<file path="src/rtl/pong_draw_scheduler_if.sv">
// rtl/pong_draw_scheduler_if.sv - requester and VGA adapter signal bundle for the pong draw scheduler
//
// Purpose: groups the per-requester rectangle requests, the grant/done
// handshake and the pixel-write port of the VGA adapter.
// Modports:
//   master - requester/adapter side: drives req and rectangle fields,
//            observes grant, done, busy and the pixel port.
//   slave  - scheduler side: the reverse.
// Signals:
//   req        NUM_REQ    level draw request per requester
//   req_x      8*NUM_REQ  rectangle left x, requester i at [8i+7:8i]
//   req_y      7*NUM_REQ  rectangle top y, requester i at [7i+6:7i]
//   req_w      8*NUM_REQ  rectangle width
//   req_h      7*NUM_REQ  rectangle height
//   req_colour 3*NUM_REQ  fill colour
//   grant      NUM_REQ    one-hot, high for the whole job
//   done       NUM_REQ    one-cycle completion pulse
//   busy       1          scheduler not idle
//   x, y       8, 7       pixel coordinate to the adapter
//   colour     3          pixel colour to the adapter
//   plot       1          pixel write enable to the adapter

interface pong_draw_scheduler_if #(
    parameter int NUM_REQ = 4
);
    logic [NUM_REQ-1:0]   req;
    logic [8*NUM_REQ-1:0] req_x;
    logic [7*NUM_REQ-1:0] req_y;
    logic [8*NUM_REQ-1:0] req_w;
    logic [7*NUM_REQ-1:0] req_h;
    logic [3*NUM_REQ-1:0] req_colour;
    logic [NUM_REQ-1:0]   grant;
    logic [NUM_REQ-1:0]   done;
    logic                 busy;
    logic [7:0]           x;
    logic [6:0]           y;
    logic [2:0]           colour;
    logic                 plot;

    modport master (
        output req, req_x, req_y, req_w, req_h, req_colour,
        input  grant, done, busy, x, y, colour, plot
    );

    modport slave (
        input  req, req_x, req_y, req_w, req_h, req_colour,
        output grant, done, busy, x, y, colour, plot
    );
endinterface

</file>
<file path="src/rtl/pong_draw_scheduler.sv">
// rtl/pong_draw_scheduler.sv - arbitrated filled-rectangle drawer for a 160x120 3-bit VGA adapter
//
// Purpose: shares the adapter's single pixel-write port among NUM_REQ
// rectangle requesters (clear, paddles, ball). One requester is granted at
// a time; its rectangle is latched and scanned one pixel per clock, x inner
// and y outer, with off-screen pixels clipped (plot low, cycle still spent).
// Ports:
//   clock - system clock
//   reset - asynchronous, active-high reset; aborts any job in progress
//   bus   - pong_draw_scheduler_if.slave: requests, grant/done/busy and
//           the adapter's x/y/colour/plot inputs (all outputs registered)
// Configuration:
//   ROUND_ROBIN_EN - when defined, arbitration is round-robin starting after
//                    the last granted index; otherwise lowest index wins.

module pong_draw_scheduler #(
    parameter int NUM_REQ  = 4,
    parameter int SCREEN_W = 160,
    parameter int SCREEN_H = 120
) (
    input  logic                  clock,
    input  logic                  reset,
    pong_draw_scheduler_if.slave  bus
);
    localparam int IW = (NUM_REQ > 1) ? $clog2(NUM_REQ) : 1;
    localparam logic [8:0] SW = 9'(SCREEN_W);
    localparam logic [7:0] SH = 8'(SCREEN_H);

    typedef enum logic [1:0] {IDLE, LATCH, DRAW, DONE} state_t;

    state_t               state, state_n;
    logic [NUM_REQ-1:0]   grant_r, grant_n;
    logic [NUM_REQ-1:0]   done_r, done_n;
    logic                 busy_r, busy_n;
    logic [7:0]           x_r, x_n;
    logic [6:0]           y_r, y_n;
    logic [2:0]           colour_r, colour_n;
    logic                 plot_r, plot_n;

    // Job fields captured at the grant edge so later request changes are ignored.
    logic [7:0]           x0_r, x0_n;
    logic [6:0]           y0_r, y0_n;
    logic [7:0]           w_r, w_n;
    logic [6:0]           h_r, h_n;
    logic [2:0]           col_r, col_n;

    // Scan counters hold the pixel currently on the output registers.
    logic [7:0]           cx_r, cx_n;
    logic [6:0]           cy_r, cy_n;

    logic [IW-1:0]        win;
    logic                 pix_valid;
    logic [8:0]           sum_x;
    logic [7:0]           sum_y;

`ifdef ROUND_ROBIN_EN
    logic [IW-1:0]        ptr_r, ptr_n;
    logic                 found;
`endif

    always_ff @(posedge clock or posedge reset) begin
        if (reset) begin
            state    <= IDLE;
            grant_r  <= '0;
            done_r   <= '0;
            busy_r   <= 1'b0;
            x_r      <= '0;
            y_r      <= '0;
            colour_r <= '0;
            plot_r   <= 1'b0;
            x0_r     <= '0;
            y0_r     <= '0;
            w_r      <= '0;
            h_r      <= '0;
            col_r    <= '0;
            cx_r     <= '0;
            cy_r     <= '0;
`ifdef ROUND_ROBIN_EN
            ptr_r    <= '0;
`endif
        end else begin
            state    <= state_n;
            grant_r  <= grant_n;
            done_r   <= done_n;
            busy_r   <= busy_n;
            x_r      <= x_n;
            y_r      <= y_n;
            colour_r <= colour_n;
            plot_r   <= plot_n;
            x0_r     <= x0_n;
            y0_r     <= y0_n;
            w_r      <= w_n;
            h_r      <= h_n;
            col_r    <= col_n;
            cx_r     <= cx_n;
            cy_r     <= cy_n;
`ifdef ROUND_ROBIN_EN
            ptr_r    <= ptr_n;
`endif
        end
    end

    always_comb begin
        state_n   = state;
        grant_n   = grant_r;
        done_n    = '0;
        x_n       = x_r;
        y_n       = y_r;
        colour_n  = colour_r;
        plot_n    = 1'b0;
        x0_n      = x0_r;
        y0_n      = y0_r;
        w_n       = w_r;
        h_n       = h_r;
        col_n     = col_r;
        cx_n      = cx_r;
        cy_n      = cy_r;
        pix_valid = 1'b0;
        win       = '0;

`ifdef ROUND_ROBIN_EN
        ptr_n = ptr_r;
        found = 1'b0;
        for (int k = 0; k < NUM_REQ; k++) begin
            if (!found && bus.req[(int'(ptr_r) + k) % NUM_REQ]) begin
                found = 1'b1;
                win   = IW'((int'(ptr_r) + k) % NUM_REQ);
            end
        end
`else
        for (int i = NUM_REQ - 1; i >= 0; i--) begin
            if (bus.req[i]) begin
                win = IW'(i);
            end
        end
`endif

        case (state)
            IDLE: begin
                if (|bus.req) begin
                    state_n = LATCH;
                    grant_n = {{(NUM_REQ-1){1'b0}}, 1'b1} << win;
                    for (int i = 0; i < NUM_REQ; i++) begin
                        if (win == IW'(i)) begin
                            x0_n  = bus.req_x[8*i +: 8];
                            y0_n  = bus.req_y[7*i +: 7];
                            w_n   = bus.req_w[8*i +: 8];
                            h_n   = bus.req_h[7*i +: 7];
                            col_n = bus.req_colour[3*i +: 3];
                        end
                    end
`ifdef ROUND_ROBIN_EN
                    ptr_n = (win == IW'(NUM_REQ - 1)) ? '0 : win + IW'(1);
`endif
                end
            end
            LATCH: begin
                cx_n = '0;
                cy_n = '0;
                if (w_r != 8'd0 && h_r != 7'd0) begin
                    state_n   = DRAW;
                    pix_valid = 1'b1;
                end else begin
                    state_n = DONE;
                    done_n  = grant_r;
                end
            end
            DRAW: begin
                if (cx_r == w_r - 8'd1 && cy_r == h_r - 7'd1) begin
                    state_n = DONE;
                    done_n  = grant_r;
                end else begin
                    pix_valid = 1'b1;
                    if (cx_r == w_r - 8'd1) begin
                        cx_n = '0;
                        cy_n = cy_r + 7'd1;
                    end else begin
                        cx_n = cx_r + 8'd1;
                    end
                end
            end
            DONE: begin
                state_n = IDLE;
                grant_n = '0;
            end
            default: begin
                state_n = IDLE;
                grant_n = '0;
            end
        endcase

        // Unwrapped sums so pixels past the right/bottom edge are clipped
        // rather than wrapping onto the opposite side.
        sum_x = {1'b0, x0_r} + {1'b0, cx_n};
        sum_y = {1'b0, y0_r} + {1'b0, cy_n};
        if (pix_valid && sum_x < SW && sum_y < SH) begin
            plot_n   = 1'b1;
            x_n      = sum_x[7:0];
            y_n      = sum_y[6:0];
            colour_n = col_r;
        end

        busy_n = (state_n != IDLE);
    end

    assign bus.grant  = grant_r;
    assign bus.done   = done_r;
    assign bus.busy   = busy_r;
    assign bus.x      = x_r;
    assign bus.y      = y_r;
    assign bus.colour = colour_r;
    assign bus.plot   = plot_r;
endmodule

</file>
<file path="src/flat_wrapper.sv">
// flat-port wrapper written by rule: the top's interface ports become plain ports
module pong_draw_scheduler_flat 
#(
    parameter int NUM_REQ  = 4,
    parameter int SCREEN_W = 160,
    parameter int SCREEN_H = 120
)
  (clock, reset, bus_req, bus_req_x, bus_req_y, bus_req_w, bus_req_h, bus_req_colour, bus_grant, bus_done, bus_busy, bus_x, bus_y, bus_colour, bus_plot);
  pong_draw_scheduler_if #(.NUM_REQ(NUM_REQ)) bus_i ();
  input  logic clock;
  input  logic reset;
  input wire logic [$bits(bus_i.req)-1:0] bus_req;
  input wire logic [$bits(bus_i.req_x)-1:0] bus_req_x;
  input wire logic [$bits(bus_i.req_y)-1:0] bus_req_y;
  input wire logic [$bits(bus_i.req_w)-1:0] bus_req_w;
  input wire logic [$bits(bus_i.req_h)-1:0] bus_req_h;
  input wire logic [$bits(bus_i.req_colour)-1:0] bus_req_colour;
  output wire logic [$bits(bus_i.grant)-1:0] bus_grant;
  output wire logic [$bits(bus_i.done)-1:0] bus_done;
  output wire logic [$bits(bus_i.busy)-1:0] bus_busy;
  output wire logic [$bits(bus_i.x)-1:0] bus_x;
  output wire logic [$bits(bus_i.y)-1:0] bus_y;
  output wire logic [$bits(bus_i.colour)-1:0] bus_colour;
  output wire logic [$bits(bus_i.plot)-1:0] bus_plot;
  assign bus_i.req = bus_req;
  assign bus_i.req_x = bus_req_x;
  assign bus_i.req_y = bus_req_y;
  assign bus_i.req_w = bus_req_w;
  assign bus_i.req_h = bus_req_h;
  assign bus_i.req_colour = bus_req_colour;
  assign bus_grant = bus_i.grant;
  assign bus_done = bus_i.done;
  assign bus_busy = bus_i.busy;
  assign bus_x = bus_i.x;
  assign bus_y = bus_i.y;
  assign bus_colour = bus_i.colour;
  assign bus_plot = bus_i.plot;
  pong_draw_scheduler #(.NUM_REQ(NUM_REQ), .SCREEN_W(SCREEN_W), .SCREEN_H(SCREEN_H)) u_core (.clock(clock), .reset(reset), .bus(bus_i));
endmodule
</file>
<file path="config.mk">
export PLATFORM = sky130hd
export DESIGN_NAME = pong_draw_scheduler_flat
export DESIGN_NICKNAME = d
export VERILOG_FILES = /design/src/rtl/pong_draw_scheduler_if.sv /design/src/rtl/pong_draw_scheduler.sv /design/src/flat_wrapper.sv
export SDC_FILE = /design/constraint.sdc
export NUM_CORES = 1
export LEC_CHECK = 0
export ABC_AREA = 1
export CAP_MARGIN = 5
export CORE_MARGIN = 1.5
export CORE_UTILIZATION = 53
export CTS_BUF_LIST = sky130_fd_sc_hd__clkbuf_16
export CTS_CLUSTER_DIAMETER = 100
export DETAILED_ROUTE_END_ITERATION = 7
export DONT_BUFFER_PORTS = 1
export PLACE_DENSITY = 0.79
export REMOVE_ABC_BUFFERS = 1
export SLEW_MARGIN = 20
export SYNTH_ARGS = -nofsm -noshare
export SYNTH_HDL_FRONTEND = slang
export SYNTH_SLANG_ARGS = --single-unit
</file>
<file path="constraint.sdc">
create_clock -name clock -period 3.8 [get_ports clock]
set_clock_uncertainty 0.2 [all_clocks]
set_input_delay 0.57 -clock clock [delete_from_list [all_inputs] [get_ports clock]]
set_output_delay 0.57 -clock clock [all_outputs]
set_load 0.05 [all_outputs]
</file>
==> impl_results.md <==
- Slowest-stage cell, CP: dfrtp_1
- Internal power: 3.44 mW
- Worst setup path category: reg2reg
- Ant diodes: 0
- Synth unique cells: 38
- Setup TNS: -1.80 ns
- CP max FO: 5
- TritonCTS clock tree: yes
- Vias in the first global route: 5535
- Root Driver: clkbuf_16
- Cts hold-fix bufs: 0
- Final worst slack: -0.131 ns
- Via count: 5811
- Switching share of power: 0.500
- Buffers on Ports: 0
- Synth async-reset ratio: 1.00
- Clk_lat worst skew: approximately 0.35 ns
- Layout cell share with drive strength beyond 1: 0.225
- Row count: 37
- # Max-Cap Violations: 0
- Worst-margin pin slew: 0.795 ns
- DRC: 0
- Cells after synthesis: 780
- Largest net degree at the start of global routing: 68
- First-pass GRT wire length: ~26000 µm
- Most common flop cell mapped by yosys: dfrtp_1
- Adder-Cell Fraction of Synth Area: 0.0595
- Combinational fraction of design power: 0.602
- Hold/Removal Path Class: in2async
- Lkg Pwr: 3.58 nW
- PwrDens: 969 nW/µm²
- Layout fillers: between 800 and 900
- Post-Synth XOR/XNOR Area: 0.0261
- Starting Density: 0.549
- Die Area: 11400 µm²
- Max-slew violations: 0
- Tcrit/Tclk final: 1.03
- CP Launch Type: register
- Post-synth EDFFs: 0
- Hpwl dp: 10800 µm
- Worst reg2reg path depth: 30
- F_max: 254 MHz
- RD Place Congestion: 0.931
- Switching power: between 3 and 4 mW
- WHS: 0.0323 ns
- Maximum clock path buffer count: 2
- Netlist Area Pre-Place: 5720 µm²
- Worst vdd ir: about 0.00064 V
- Via/cell ratio: 5.95
- Relative slew slack: 0.470
- Crit path time final: 3.93 ns
- Status: finished, violations left
- P&R area growth vs syn: 24.1%
- Largest stage delay, worst path: 0.38 ns
- Yosys warns: 0
- Setup violations, final: 18
- Die Y: between 100 and 150 µm
- Worst-path clk slew: 0.07 ns
- CTS sink cnt: 78
- Syn_area_per_cell: 7.33 µm²
- Sequential share of power: 0.269
- First-pass DRT Iterations: 6
- Seq/Total Area, Yosys: 0.342
- CP Data Required Time: 3.84 ns
- Antenna viol nets, final: 0
- Largest family of logic cells by synthesized area: simple AND/OR/NAND/NOR gates
- Crit end category: register
- Failing checks: setup timing
- Die Width: 107 µm
- Post-synthesis compound-gate area fraction: 0.147
- Final nets: 1000
- Tot GR Track Use: 0.283
- WL final: 16600 µm
- Hold Fails Final Rpt: 0
- DR WL/cell: 17.0 µm
- Total grt overflow: 0
- Crit path arrival time: 3.97 ns
- Initial antenna violation count: 0
- Initial DRC count: 491
- H-tree levels: 3
- Core area: 10400 µm²
- CTS buffer count: 9
- RSZ-0062 raised after global routing: yes
- Clock share of power: 0.129
- Simple-gate share of the synthesized area: 0.287
- Yosys reg bits: 78
- Mux cell area share after synthesis: 0.0578
- IO Pins: around 170
## through the flow
| stage | util | power, mW | std cells | setup slack, ns | instance area [µm²] |
|---|---|---|---|---|---|
| 5_1_grt | 0.681 | 7.30 | 977 | -0.358 | 7090 |
| 6_report | 0.681 | 6.87 | 977 | -0.131 | 7090 |
| 3_3_place_gp | 0.586 | 4.69 | 930 | -0.0503 | 6100 |
| 2_1_floorplan | - | 3.77 | 753 | -0.0955 | 5600 |
| 3_5_place_dp | 0.586 | 4.78 | 930 | -0.290 | 6100 |
| 4_1_cts | 0.634 | 6.16 | 959 | 0.000819 | 6610 |
## power groups by stage
stage                     clock (mW)  combinational (mW)  sequential [mW]
after global routing           0.922                4.49             1.89
after global placement             0                2.86             1.83
after floorplan                    0                2.01             1.76
final                          0.885                4.14             1.85
after detailed placement           0                2.95             1.84
after CTS                      0.892                3.43             1.83
## logic make-up (layout without fill, tap and decap cells)
kind of cell / count (synthesis) / after routing
muxes: 33 / 33
buffers and inverters: 118 / 176
xor gates and xnor gates: 17 / 17
AOI/OAI and AO/OA: 141 / 141
adders and majority gates: 26 / 26
and+or+nand+nor: 367 / 370
DFF: 78 / 78
## final timing paths
| kind | start | slack [ns] | end |
|---|---|---|---|
| setup / recovery | u_core.w_r[0]$_DFFE_PP0P_ | -0.13 | u_core.bus.y[4]$_DFFE_PP0P_ |
| hold / removal | reset | 0.03 | u_core.x0_r[0]$_DFFE_PP0P_ |
| setup reg to reg | u_core.w_r[0]$_DFFE_PP0P_ | -0.13 | u_core.bus.y[4]$_DFFE_PP0P_ |
| hold reg to reg | u_core.col_r[1]$_DFFE_PP0P_ | 0.35 | u_core.bus.colour[1]$_DFFE_PP0P_ |
| max in group asynchronous | reset | 2.58 | u_core.bus.y[3]$_DFFE_PP0P_ |
| min in group clock | bus_req_y[23] | 0.23 | u_core.y0_r[2]$_DFFE_PP0P_ |
## cells in the final DEF, fill, tap and decap left out, drive strengths merged
master	synthesis	routed
dfrtp	78	78
o2111ai	1	1
o211ai	33	33
a21oi	65	65
o21ai	19	19
nor3	7	7
nand2	209	209
mux2i	33	33
a22oi	15	15
a21o	1	1
nand3b	2	2
fa	2	2
bufinv	0	1
xnor2	6	6
clkbuf	17	11
nor3b	1	1
xor2	11	11
nor2	73	73
o21bai	1	1
a31oi	2	2
clkinv	1	3
or2	1	1
clkinvlp	0	2
ha	24	24
buf	10	67
nand4	30	30
nand3	44	47
inv	90	92
o22ai	4	4
## per-layer routing
metal | global-route usage | share of wire
met5 | 0 | 0
met4 | 0.0981 | 0.020
met3 | 0.0486 | 0.071
met2 | 0.506 | 0.50
met1 | 0.341 | 0.41
## flip-flops by register name, summed over array words and instances (netlist names), 3 cells and up
signal / flops
u_core.bus.x: 8
u_core.cx_r: 8
u_core.w_r: 8
u_core.x0_r: 8
u_core.bus.y: 7
u_core.cy_r: 7
u_core.h_r: 7
u_core.y0_r: 7
u_core.bus.done: 4
u_core.bus.grant: 4
u_core.bus.colour: 3
u_core.col_r: 3
## cell usage after synthesis (3+ instances only)
cell / number / area share
a21oi_1: 65 / 0.057
a22oi_1: 15 / 0.020
buf_1: 3 / 0.0020
buf_2: 6 / 0.0053
clkbuf_1: 17 / 0.011
dfrtp_1: 78 / 0.34
ha_1: 24 / 0.053
inv_1: 88 / 0.058
mux2i_1: 33 / 0.058
nand2_1: 201 / 0.13
nand2_2: 7 / 0.0077
nand3_1: 38 / 0.033
nand3_2: 5 / 0.0088
nand4_1: 30 / 0.033
nor2_1: 64 / 0.042
nor2_2: 5 / 0.0055
nor2_4: 4 / 0.0079
nor3_1: 6 / 0.0053
o211ai_1: 33 / 0.043
o21ai_0: 17 / 0.015
o22ai_1: 4 / 0.0044
xnor2_1: 6 / 0.0092
xor2_1: 11 / 0.017
## area by class of cell
type                            instances  area, µm²  area share
Clock buffer                            9        225      0.0318
Clock inverter                          7       72.6      0.0102
Inverter                               91        344      0.0485
Multi-Input combinational cell        587       3700       0.522
Sequential cell                        78       1950       0.275
Tap cell                              136        170      0.0240
Timing Repair Buffer                   69        623      0.0879
## timing repair
item | in CTS | in global routing
resized for setup | 35 | 76
pin swaps | 17 | 59
cloned | 3 | 4
buffers inserted | 10 | 14
setup endpoints to repair | 19 | 19
## worst max-delay path, delay by kind of cell, from the launching register on
| kind | cells | cell delay, ns |
|---|---|---|
| AND/OR/NAND/NOR | 21 | 1.96 |
| buffers and inverters | 7 | 0.65 |
| adder cells (fa/ha/maj) | 2 | 0.64 |
| flip-flops | 1 | 0.38 |
No activity file was read; power rests on OpenSTA's default activity.
